[config.mk]
export PLATFORM = sky130hd
export DESIGN_NAME = clf_stream_wrapper
export DESIGN_NICKNAME = d
export VERILOG_FILES = /design/src/rtl/clf_stream_pkg.sv /design/src/rtl/feature_slot_reg.sv /design/src/rtl/clf_stream_wrapper.sv
export SDC_FILE = /design/constraint.sdc
export NUM_CORES = 1
export LEC_CHECK = 0
export CORE_ASPECT_RATIO = 0.75
export CORE_UTILIZATION = 25
export DETAILED_ROUTE_END_ITERATION = 8
export GPL_TIMING_DRIVEN = 0
export PLACE_DENSITY = 0.58
export RECOVER_POWER = 50
export SLEW_MARGIN = 5
export SYNTH_ARGS = -nofsm -noshare
export SYNTH_HDL_FRONTEND = slang
export SYNTH_HIERARCHICAL = 1
export SYNTH_SLANG_ARGS = --single-unit
export TNS_END_PERCENT = 50
[constraint.sdc]
create_clock -name clk -period 5.55 [get_ports clk]
set_clock_uncertainty 0.2 [all_clocks]
set_input_delay 1.11 -clock clk [delete_from_list [all_inputs] [get_ports clk]]
set_output_delay 1.11 -clock clk [all_outputs]
set_load 0.05 [all_outputs]
[src/rtl/clf_stream_pkg.sv]
// Shared types and width helpers for the printed-MLP stream wrapper.
package clf_stream_pkg;

    typedef enum logic [1:0] {
        LOAD   = 2'd0,
        SETTLE = 2'd1,
        HOLD   = 2'd2
    } clf_state_t;

    // Index widths stay at least one bit so a single-feature build still elaborates.
    function automatic int unsigned idx_width(input int unsigned n);
        return (n > 1) ? $clog2(n) : 1;
    endfunction

    function automatic int unsigned scnt_width(input int unsigned s);
        return $clog2(s) + 1;
    endfunction

    localparam int unsigned NUM_A_DEF         = 11;
    localparam int unsigned SETTLE_CYCLES_DEF = 4;
    localparam int unsigned IDX_W             = idx_width(NUM_A_DEF);
    localparam int unsigned SCNT_W            = scnt_width(SETTLE_CYCLES_DEF);

endpackage

[src/rtl/feature_slot_reg.sv]
// Feature slot array: one register per feature, indexed write and an optional
// zero-fill of every slot above the written index in the same cycle.
module feature_slot_reg
    import clf_stream_pkg::*;
#(
    parameter int unsigned NUM_A   = 11,
    parameter int unsigned WIDTH_A = 4,
    parameter int unsigned IDX_BITS = idx_width(NUM_A)
) (
    input  logic                       clk,
    input  logic                       rst_n,
    input  logic                       wr_en,
    input  logic [IDX_BITS-1:0]        wr_idx,
    input  logic [WIDTH_A-1:0]         wr_data,
    input  logic                       zero_fill,
    output logic [NUM_A*WIDTH_A-1:0]   slots
);

    generate
        for (genvar gi = 0; gi < NUM_A; gi++) begin : g_slot
            logic [WIDTH_A-1:0] slot_q;
            logic [WIDTH_A-1:0] slot_d;

            always_comb begin
                slot_d = slot_q;
                if (wr_en && (wr_idx == IDX_BITS'(gi))) begin
                    slot_d = wr_data;
                end else if (wr_en && zero_fill && (IDX_BITS'(gi) > wr_idx)) begin
                    slot_d = '0;
                end
            end

            always_ff @(posedge clk or negedge rst_n) begin
                if (!rst_n) begin
                    slot_q <= '0;
                end else begin
                    slot_q <= slot_d;
                end
            end

            assign slots[(gi+1)*WIDTH_A-1 : gi*WIDTH_A] = slot_q;
        end
    endgenerate

endmodule

[src/rtl/clf_stream_wrapper.sv]
// Serial-feature front end for the combinational classifier: load, hold the
// packed inputs for a settle window, then present the captured result.
module clf_stream_wrapper
    import clf_stream_pkg::*;
#(
    parameter int unsigned WIDTH_A       = 4,
    parameter int unsigned NUM_A         = 11,
    parameter int unsigned OUTWIDTH      = 21,
    parameter int unsigned SETTLE_CYCLES = 4,
    parameter int unsigned CNT_W         = 16
) (
    input  logic                       clk,
    input  logic                       rst_n,
    input  logic                       feat_valid,
    output logic                       feat_ready,
    input  logic [WIDTH_A-1:0]         feat_data,
    input  logic                       feat_last,
    output logic [NUM_A*WIDTH_A-1:0]   clf_inp,
    input  logic [OUTWIDTH-1:0]        clf_out,
    output logic                       res_valid,
    input  logic                       res_ready,
    output logic [OUTWIDTH-1:0]        res_data,
    output logic                       res_err,
    output logic [CNT_W-1:0]           sample_cnt
);

    localparam int unsigned IDX_BITS  = idx_width(NUM_A);
    localparam int unsigned SCNT_BITS = scnt_width(SETTLE_CYCLES);

    clf_state_t            state_q, state_d;
    logic [IDX_BITS-1:0]   idx_q, idx_d;
    logic [SCNT_BITS-1:0]  scnt_q, scnt_d;
    logic                  err_q, err_d;
    logic                  feat_ready_q, feat_ready_d;
    logic                  res_valid_q, res_valid_d;
    logic [OUTWIDTH-1:0]   res_data_q, res_data_d;
    logic                  res_err_q, res_err_d;
    logic [CNT_W-1:0]      sample_cnt_q, sample_cnt_d;

    logic                  wr_en;
    logic                  zero_fill;
    logic                  last_slot;

    assign last_slot = (idx_q == IDX_BITS'(NUM_A - 1));

    always_comb begin
        state_d      = state_q;
        idx_d        = idx_q;
        scnt_d       = scnt_q;
        err_d        = err_q;
        res_valid_d  = res_valid_q;
        res_data_d   = res_data_q;
        res_err_d    = res_err_q;
        sample_cnt_d = sample_cnt_q;
        wr_en        = 1'b0;
        zero_fill    = 1'b0;

        case (state_q)
            LOAD: begin
                if (feat_valid && feat_ready_q) begin
                    wr_en = 1'b1;
                    if (last_slot || feat_last) begin
                        state_d = SETTLE;
                        scnt_d  = SCNT_BITS'(SETTLE_CYCLES - 1);
                        // Short frame blanks the unused tail; long frame just flags it.
                        if (!last_slot) begin
                            zero_fill = 1'b1;
                            err_d     = 1'b1;
                        end else if (!feat_last) begin
                            err_d     = 1'b1;
                        end
                    end else begin
                        idx_d = idx_q + 1'b1;
                    end
                end
            end
            SETTLE: begin
                if (scnt_q == '0) begin
                    res_data_d  = clf_out;
                    res_err_d   = err_q;
                    res_valid_d = 1'b1;
                    state_d     = HOLD;
                end else begin
                    scnt_d = scnt_q - 1'b1;
                end
            end
            HOLD: begin
                if (res_ready) begin
                    res_valid_d  = 1'b0;
                    sample_cnt_d = sample_cnt_q + 1'b1;
                    idx_d        = '0;
                    err_d        = 1'b0;
                    scnt_d       = SCNT_BITS'(SETTLE_CYCLES - 1);
                    state_d      = LOAD;
                end
            end
            default: begin
                state_d = LOAD;
            end
        endcase

        feat_ready_d = (state_d == LOAD);
    end

    always_ff @(posedge clk or negedge rst_n) begin
        if (!rst_n) begin
            state_q      <= LOAD;
            idx_q        <= '0;
            scnt_q       <= SCNT_BITS'(SETTLE_CYCLES - 1);
            err_q        <= 1'b0;
            feat_ready_q <= 1'b1;
            res_valid_q  <= 1'b0;
            res_data_q   <= '0;
            res_err_q    <= 1'b0;
            sample_cnt_q <= '0;
        end else begin
            state_q      <= state_d;
            idx_q        <= idx_d;
            scnt_q       <= scnt_d;
            err_q        <= err_d;
            feat_ready_q <= feat_ready_d;
            res_valid_q  <= res_valid_d;
            res_data_q   <= res_data_d;
            res_err_q    <= res_err_d;
            sample_cnt_q <= sample_cnt_d;
        end
    end

    feature_slot_reg #(
        .NUM_A    (NUM_A),
        .WIDTH_A  (WIDTH_A),
        .IDX_BITS (IDX_BITS)
    ) u_slots (
        .clk       (clk),
        .rst_n     (rst_n),
        .wr_en     (wr_en),
        .wr_idx    (idx_q),
        .wr_data   (feat_data),
        .zero_fill (zero_fill),
        .slots     (clf_inp)
    );

    assign feat_ready = feat_ready_q;
    assign res_valid  = res_valid_q;
    assign res_data   = res_data_q;
    assign res_err    = res_err_q;
    assign sample_cnt = sample_cnt_q;

endmodule

==> run_results.csv, run 1 <==
group,metric,value,unit
synthesis,syn_area_per_cell,11.85,um2
synthesis,synthMuxAreaShare,9.297,%
routing,antenna_left,0,
routing,num_vias,3223,
routing,routed_wl,10.64,mm
timing,worstMarginPinSlew,1699,ps
finish,seq_area,0.002356,mm2
clocking,cts_tree,"yes",
placed_design,port_buffers,108,
floorplanning,die_height,115.0,um
worst_setup_path,critical_path_class,"primary input to flop",
timing,finalCritPeriodShare,56.52,%
timing,min_period,3137,ps
global_route,overflow,0,
synthesis,synthesis.nets,394,
synthesis,synthSimpleGateAreaFrac,15.15,%
routing,drt_first_iter_violations,160,
synthesis,synth_top_family_by_area,"simple AND/OR/NAND/NOR gates",
synthesis,yosysTopAreaCell,"dfrtp_1",
synthesis,synth_cell_types,54,
timing,hold_viol,0,
finish,fin_util,36.14,%
synthesis,synth_top_cells_by_area,"dfrtp_1 (54%), mux2_2 (7.4%), a22o_1 (4.1%)",
floorplanning,io_pins,114,
floorplanning,die_w,152.6,um
synthesis,yosysSeqAreaShare,55.40,%
clocking,cts_made_buffers,9,
worst_setup_path,crit_slowest_cell,"dlygate4sd3_1",
pwr,p_sw,1.578,mW
finish,multi_input_area,0.001724,mm2
synthesis,synth_compound_area_share,11.09,%
worst_setup_path,crit_path_start_kind,"primary input",
run_status,violations,"DRC, capacitance limit, slew limit",
worst_setup_path,cp.required,5560,ps
synthesis,synth-seq-cells,94,
routing,post_drt_wl_per_cell,15.33,um
finish,nFillCells,1624,
synthesis,yosysTopAreaCellShare,53.55,%
placed_design,dpl.hpwl,7.815,mm
worst_setup_path,worstPathMaxFanout,9,
clocking,clkLatencyLatePin,350,ps
timing,maxSlewViolCount,29,
synthesis,ys_warn_count,6,
hold_path,hp-class,"flop to flop",
routing,vias_per_cell,4.644,
synthesis,synthXorXnorAreaFrac,3.707,%
worst_setup_path,arrival,3150,ps
synthesis,ys_dominant_reg_cell,"dfrtp_1",
clocking,cts_root_buffer,"clkbuf_16",
clocking,cts.clk_slew.worst_paths,60,ps
run_status,status,"finished, violations left",
synthesis,synth_cells,359,
synthesis,syn-cell-area,0.004253,mm2
worst_setup_path,crit_chain,"dlygate4sd3_1 > and4bb_1 > nand2_1 > nor2_1 > clkbuf_1 > nand4bb_1 > clkbuf_1 > nand2_1 > o21ai_0",
finish,nets,514,
floorplanning,design.core.area,0.01632,mm2
global_route,antenna_found_initial,0,
clocking,htreeDepth,3,
finish,syn_to_final_growth,38.66,%
timing,setup_viol,0,
timing,slew_headroom,-13.28,%
synthesis,synthAdderAreaFrac,1.471,%
floorplanning,num_rows,40,
pwr,swShare,44.87,%
pwr,p_leak,2.530,nW
synthesis,async_flop_share,100.0,%
finish,n_antenna_cell,0,
worst_setup_path,cp_num_buf_inv,3,
worst_setup_path,critical_path.top_delay_family,"buffers and inverters",
placed_design,placedInstanceArea,0.005622,mm2
placed_design,gp_congestion,0.8008,
pwr,seq_power_share,31.2,%
floorplanning,die_area,0.01754,mm2
routing,drc_errors,6,
pwr,intPower,1.939,mW
global_route,grt_pass1_vias,3241,
clocking,cts_setup_buffers,0,
timing,rsz0062_at_grt,"false",
pwr,power_density,596.4,mW/mm2
pwr,power_frac_clock,17.6,%
clocking,cts_hold_buf,0,
routing,dr.pass1.iters,8,
finish,drive_gt1_share,13.84,%
finish,final_area,0.005897,mm2
floorplanning,start_util,26.07,%
synthesis,synth_edf_count,0,
global_route,grt_pass1_wl,17.20,mm
worst_setup_path,endpoint_kind,"flop",
pwr,ir_drop,0.1878,mV
pwr,combPwrFrac,51.1,%
job,maxCapViolations,1,
worst_setup_path,critPathMaxStageDelay,560,ps
clocking,clock_path_buffers,2,
clocking,cts.sinks,94,
timing,max_freq,318.8,MHz
global_route,grt_max_degree,67,
global_route,track_usage,12.69,%
clocking,post_cts_resize_count,0,
==> worst register-to-register path, delay by kind of cell, from the launching register on <==
kind,cells,cell delay [ps]
flip-flops,1,570
buffers and inverters,2,550
AND/OR/NAND/NOR,1,250
multiplexers,1,400
adder cells (fa/ha/maj),2,440
==> path summary, 6_finish.rpt <==
check / startpoint / end / slack, ps / cells after the start
max: feat_valid / u_slots/g_slot[3].slot_q[2] / 2410 / 9
min: sample_cnt[15] / sample_cnt[15] / 280 / 1
max reg2reg: scnt_q[0] / res_data[4] / 3020 / 6
min reg2reg: sample_cnt[15] / sample_cnt[15] / 280 / 1
max in group asynchronous: rst_n / u_slots/g_slot[8].slot_q[2] / 3100 / 2
min in group asynchronous: rst_n / res_data[14] / 1000 / 1
==> layout by cell type, fill, tap and decap left out, types with 6 or more instances in the layout <==
| master | n |
|---|---|
| a22o_1 | 20 |
| nand2_1 | 38 |
| a21oi_1 | 7 |
| mux2i_1 | 8 |
| inv_1 | 10 |
| nor2_1 | 11 |
| clkdlybuf4s50_1 | 105 |
| nand3_1 | 12 |
| o21ai_0 | 16 |
| xnor2_1 | 12 |
| clkbuf_1 | 14 |
| clkbuf_16 | 9 |
| mux2_2 | 28 |
| dfrtp_1 | 91 |
| xor2_1 | 6 |
==> sequential cells by signal, summed over array words and instances (netlist names) <==
name / flops
idx_q: 4
err_q: 1
res_err: 1
res_valid: 1
feat_ready: 1
u_slots/g_slot.slot_q: 44
sample_cnt: 16
res_data: 21
state_q: 2
scnt_q: 3
==> synthesized netlist by cell type (4+ instances only) <==
library cell / count
o31a_1: 5
inv_1: 10
clkbuf_1: 8
mux2i_1: 8
xor2_1: 6
a21oi_1: 7
nor2_1: 11
o21ai_0: 16
nand2b_1: 5
nand2_1: 38
buf_4: 4
xnor2_1: 12
nor3_1: 5
ha_1: 5
a22o_1: 20
nand3_1: 12
o2bb2ai_1: 4
buf_2: 8
dfrtp_1: 91
nor2b_1: 4
mux2_2: 28
nand3b_1: 4
nand4_1: 4
==> metal layers <==
| metal | share of wire (%) | routed length (um) | track usage [%] | vias to the layer above |
|---|---|---|---|---|
| met5 | 0 | 0 | 0 | - |
| met4 | 1.1 | 113 | 3.704 | 0 |
| met3 | 5.0 | 534 | 4.485 | 8 |
| met2 | 43 | 4616 | 18.47 | 80 |
| met1 | 51 | 5373 | 17.66 | 1625 |
| li1 | - | - | - | 1510 |
==> cells by family (layout without fill, tap and decap cells) <==
group | count (synthesis) | after routing
compound gates | 64 | 64
fa+ha+maj | 5 | 5
mux | 36 | 36
simple gates | 109 | 109
buf+inv | 33 | 158
xor+xnor | 18 | 18
flops | 94 | 94
==> layout make-up <==
| class | count | share of cell area [%] |
|---|---|---|
| inverter | 10 | 0.6365 |
| multi-input combinational | 232 | 29.24 |
| clock inverter | 6 | 1.167 |
| tap | 210 | 4.456 |
| clock buffer | 10 | 3.883 |
| buffer | 23 | 1.973 |
| timing repair buffer | 109 | 18.69 |
| sequential | 94 | 39.95 |
==> metrics by stage <==
stage                     hold WS [ps]  power (mW)  TNS, ps  cells  setup WS [ps]
final                            278.0       3.517        0    694           2413
after global routing             311.1       3.706        0    694           2237
after CTS                        280.1       3.562        0    694           2506
after detailed placement         266.9       2.916        0    678           2157
after global placement           263.7       2.880   -31830    677         -357.5
after floorplan                  258.7       2.312        0    359           2900
==> power groups by stage <==
stage          Combinational (mW)  Clock (mW)  Sequential (mW)
4_1_cts                      1.81       0.648             1.10
3_3_place_gp                 1.78           0             1.10
5_1_grt                      1.89       0.678             1.13
3_5_place_dp                 1.81           0             1.11
2_1_floorplan               0.525           0             1.79
6_report                     1.80       0.621             1.10
Power figures use the tool's default switching activity.
==> run 2, diff against run 1 <==
PLACE_DENSITY = 0.6   (was 0.58)
clock period = 2.7 ns   (was 5.55 ns; I/O delays follow)
==> run_results.csv, run 2 (same netlist as run 1, synthesis figures left out) <==
group,metric,value,unit
run_status,status,"finished, violations left",
run_status,violations,"DRC",
finish,regMostFlops,"u_slots/g_slot.slot_q",
clocking,clkLatencyLatePin,340,ps
floorplanning,start_util,26.07,%
worst_setup_path,crit_path_start_kind,"flop",
placed_design,dpl.hpwl,8.042,mm
placed_design,port_buffers,108,
worst_setup_path,crit_slowest_cell,"clkdlybuf4s50_1",
floorplanning,die_w,152.6,um
finish,final_common_cell,"clkdlybuf4s50_1",
routing,vias_per_cell,4.794,
floorplanning,die_area,0.01754,mm2
finish,seq_area,0.002356,mm2
routing,routed_wl,10.94,mm
routing,antenna_left,0,
routing,dr.pass1.iters,7,
finish,drive_gt1_share,14.88,%
pwr,power_density,1233,mW/mm2
floorplanning,io_pins,114,
floorplanning,die_height,115.0,um
global_route,antenna_found_initial,0,
timing,setup_viol,0,
timing,worstMarginPinSlew,1160,ps
worst_setup_path,cp_num_buf_inv,1,
clocking,clock_path_buffers,2,
worst_setup_path,critPathMaxStageDelay,810,ps
clocking,htreeDepth,3,
clocking,cts_hold_buf,0,
routing,wl_met2,5.254,mm
routing,drt_first_iter_violations,192,
worst_setup_path,critical_path_class,"flop to output pin",
global_route,grt_pass1_vias,3318,
global_route,overflow,0,
routing,wl_met1,4.969,mm
timing,slew_headroom,22.68,%
pwr,ir_drop,0.5526,mV
timing,min_period,2444,ps
finish,n_antenna_cell,0,
finish,nets,514,
timing,max_freq,409.2,MHz
worst_setup_path,worstPathMaxFanout,4,
routing,routed-wl-met3,593,um
floorplanning,num_rows,40,
worst_setup_path,critical_path.top_delay_family,"buffers and inverters",
routing,top_layer,"met4",
finish,final_cell_mix,"clkdlybuf4s50_1 (96), dfrtp_1 (91), nand2_1 (38)",
clocking,cts.clk_slew.worst_paths,70,ps
finish,fin_cells,694,
global_route,grt_pass1_wl,17.37,mm
worst_setup_path,endpoint_kind,"output pin",
finish,largest_register_ffs,44,
routing,post_drt_wl_per_cell,15.76,um
worst_setup_path,arrival,1700,ps
clocking,cts_root_buffer,"clkbuf_16",
timing,rsz0062_at_grt,"false",
routing,drc_errors,7,
placed_design,dp.cells,678,
routing,num_vias,3327,
clocking,cts_setup_buffers,0,
job,maxCapViolations,0,
timing,finalCritPeriodShare,90.51,%
pwr,p_leak,2.553,nW
worst_setup_path,crit_chain,"clkdlybuf4s50_1",
finish,syn_to_final_growth,38.66,%
worst_setup_path,cp.required,1960,ps
finish,multi_input_area,0.001722,mm2
hold_path,hp-class,"primary input to asynchronous set/reset pin",
finish,nFillCells,1586,
clocking,cts.sinks,94,
timing,hold_viol,0,
clocking,cts_tree,"yes",
global_route,grt_max_degree,49,
timing,fin_tns_setup,0,ps
global_route,track_usage,12.73,%
clocking,cts_made_buffers,9,
timing,maxSlewViolCount,0,
floorplanning,design.core.area,0.01632,mm2
clocking,post_cts_resize_count,0,
placed_design,gp_congestion,0.8138,
[run 2: cell types whose count changed in the layout (fill, tap and decap cells not counted), sizes merged]
cell,delta
inv,+1
clkbuf,-1
buf,+1
dlygate4sd3,+9
clkdlybuf4s50,-9
clkinvlp,-1
[run 2: cell type report]
class                      instances  area share [%]
sequential                        94           39.95
multi-input combinational        232           29.20
timing repair buffer             109           18.37
tap                              210           4.456
clock buffer                      10           4.053
buffer                            23           2.037
clock inverter                     6           1.294
inverter                          10          0.6365
[run 2: path summary, 6_finish.rpt]
check / cells past startpoint / startpoint / end / slack [ps]
min in group clk: 1 / sample_cnt[15] / sample_cnt[15] / 280
max: 1 / feat_ready / feat_ready / 260
max reg2reg: 9 / idx_q[0] / u_slots/g_slot[2].slot_q[1] / 280
min reg2reg: 1 / sample_cnt[15] / sample_cnt[15] / 280
min: 1 / rst_n / u_slots/g_slot[7].slot_q[3] / 210
max in group asynchronous: 2 / rst_n / res_data[12] / 720
[run 2: power breakdown]
group          leakage [nW]  switching [mW]  total (mW)  internal, mW
sequential             1.18           0.334        2.24          1.91
clock                 0.156           0.582        1.34         0.760
combinational          1.21            2.36        3.69          1.33
[run 2: through the flow]
| step | hold WS [ps] | setup slack [ps] | utilization, % | total power, mW | cell area [um2] |
|---|---|---|---|---|---|
| after CTS | 23.51 | 134.1 | 36.39 | 7.399 | 5937 |
| after detailed placement | 269.7 | -198.7 | 34.46 | 6.016 | 5622 |
| after global placement | 263.5 | -2681 | 34.30 | 5.906 | 5597 |
| after floorplan | 44.41 | 420.1 | - | 4.752 | 4253 |
| final | 209.6 | 256.1 | 36.14 | 7.274 | 5897 |
| after global routing | 313.3 | 117.1 | 36.14 | 7.639 | 5897 |
[run 2: layer usage]
layer	up-vias	GRT usage, %
met4	0	4.444
met5	-	0
li1	1520	-
met1	1707	15.88
met2	92	21.07
met3	8	3.882
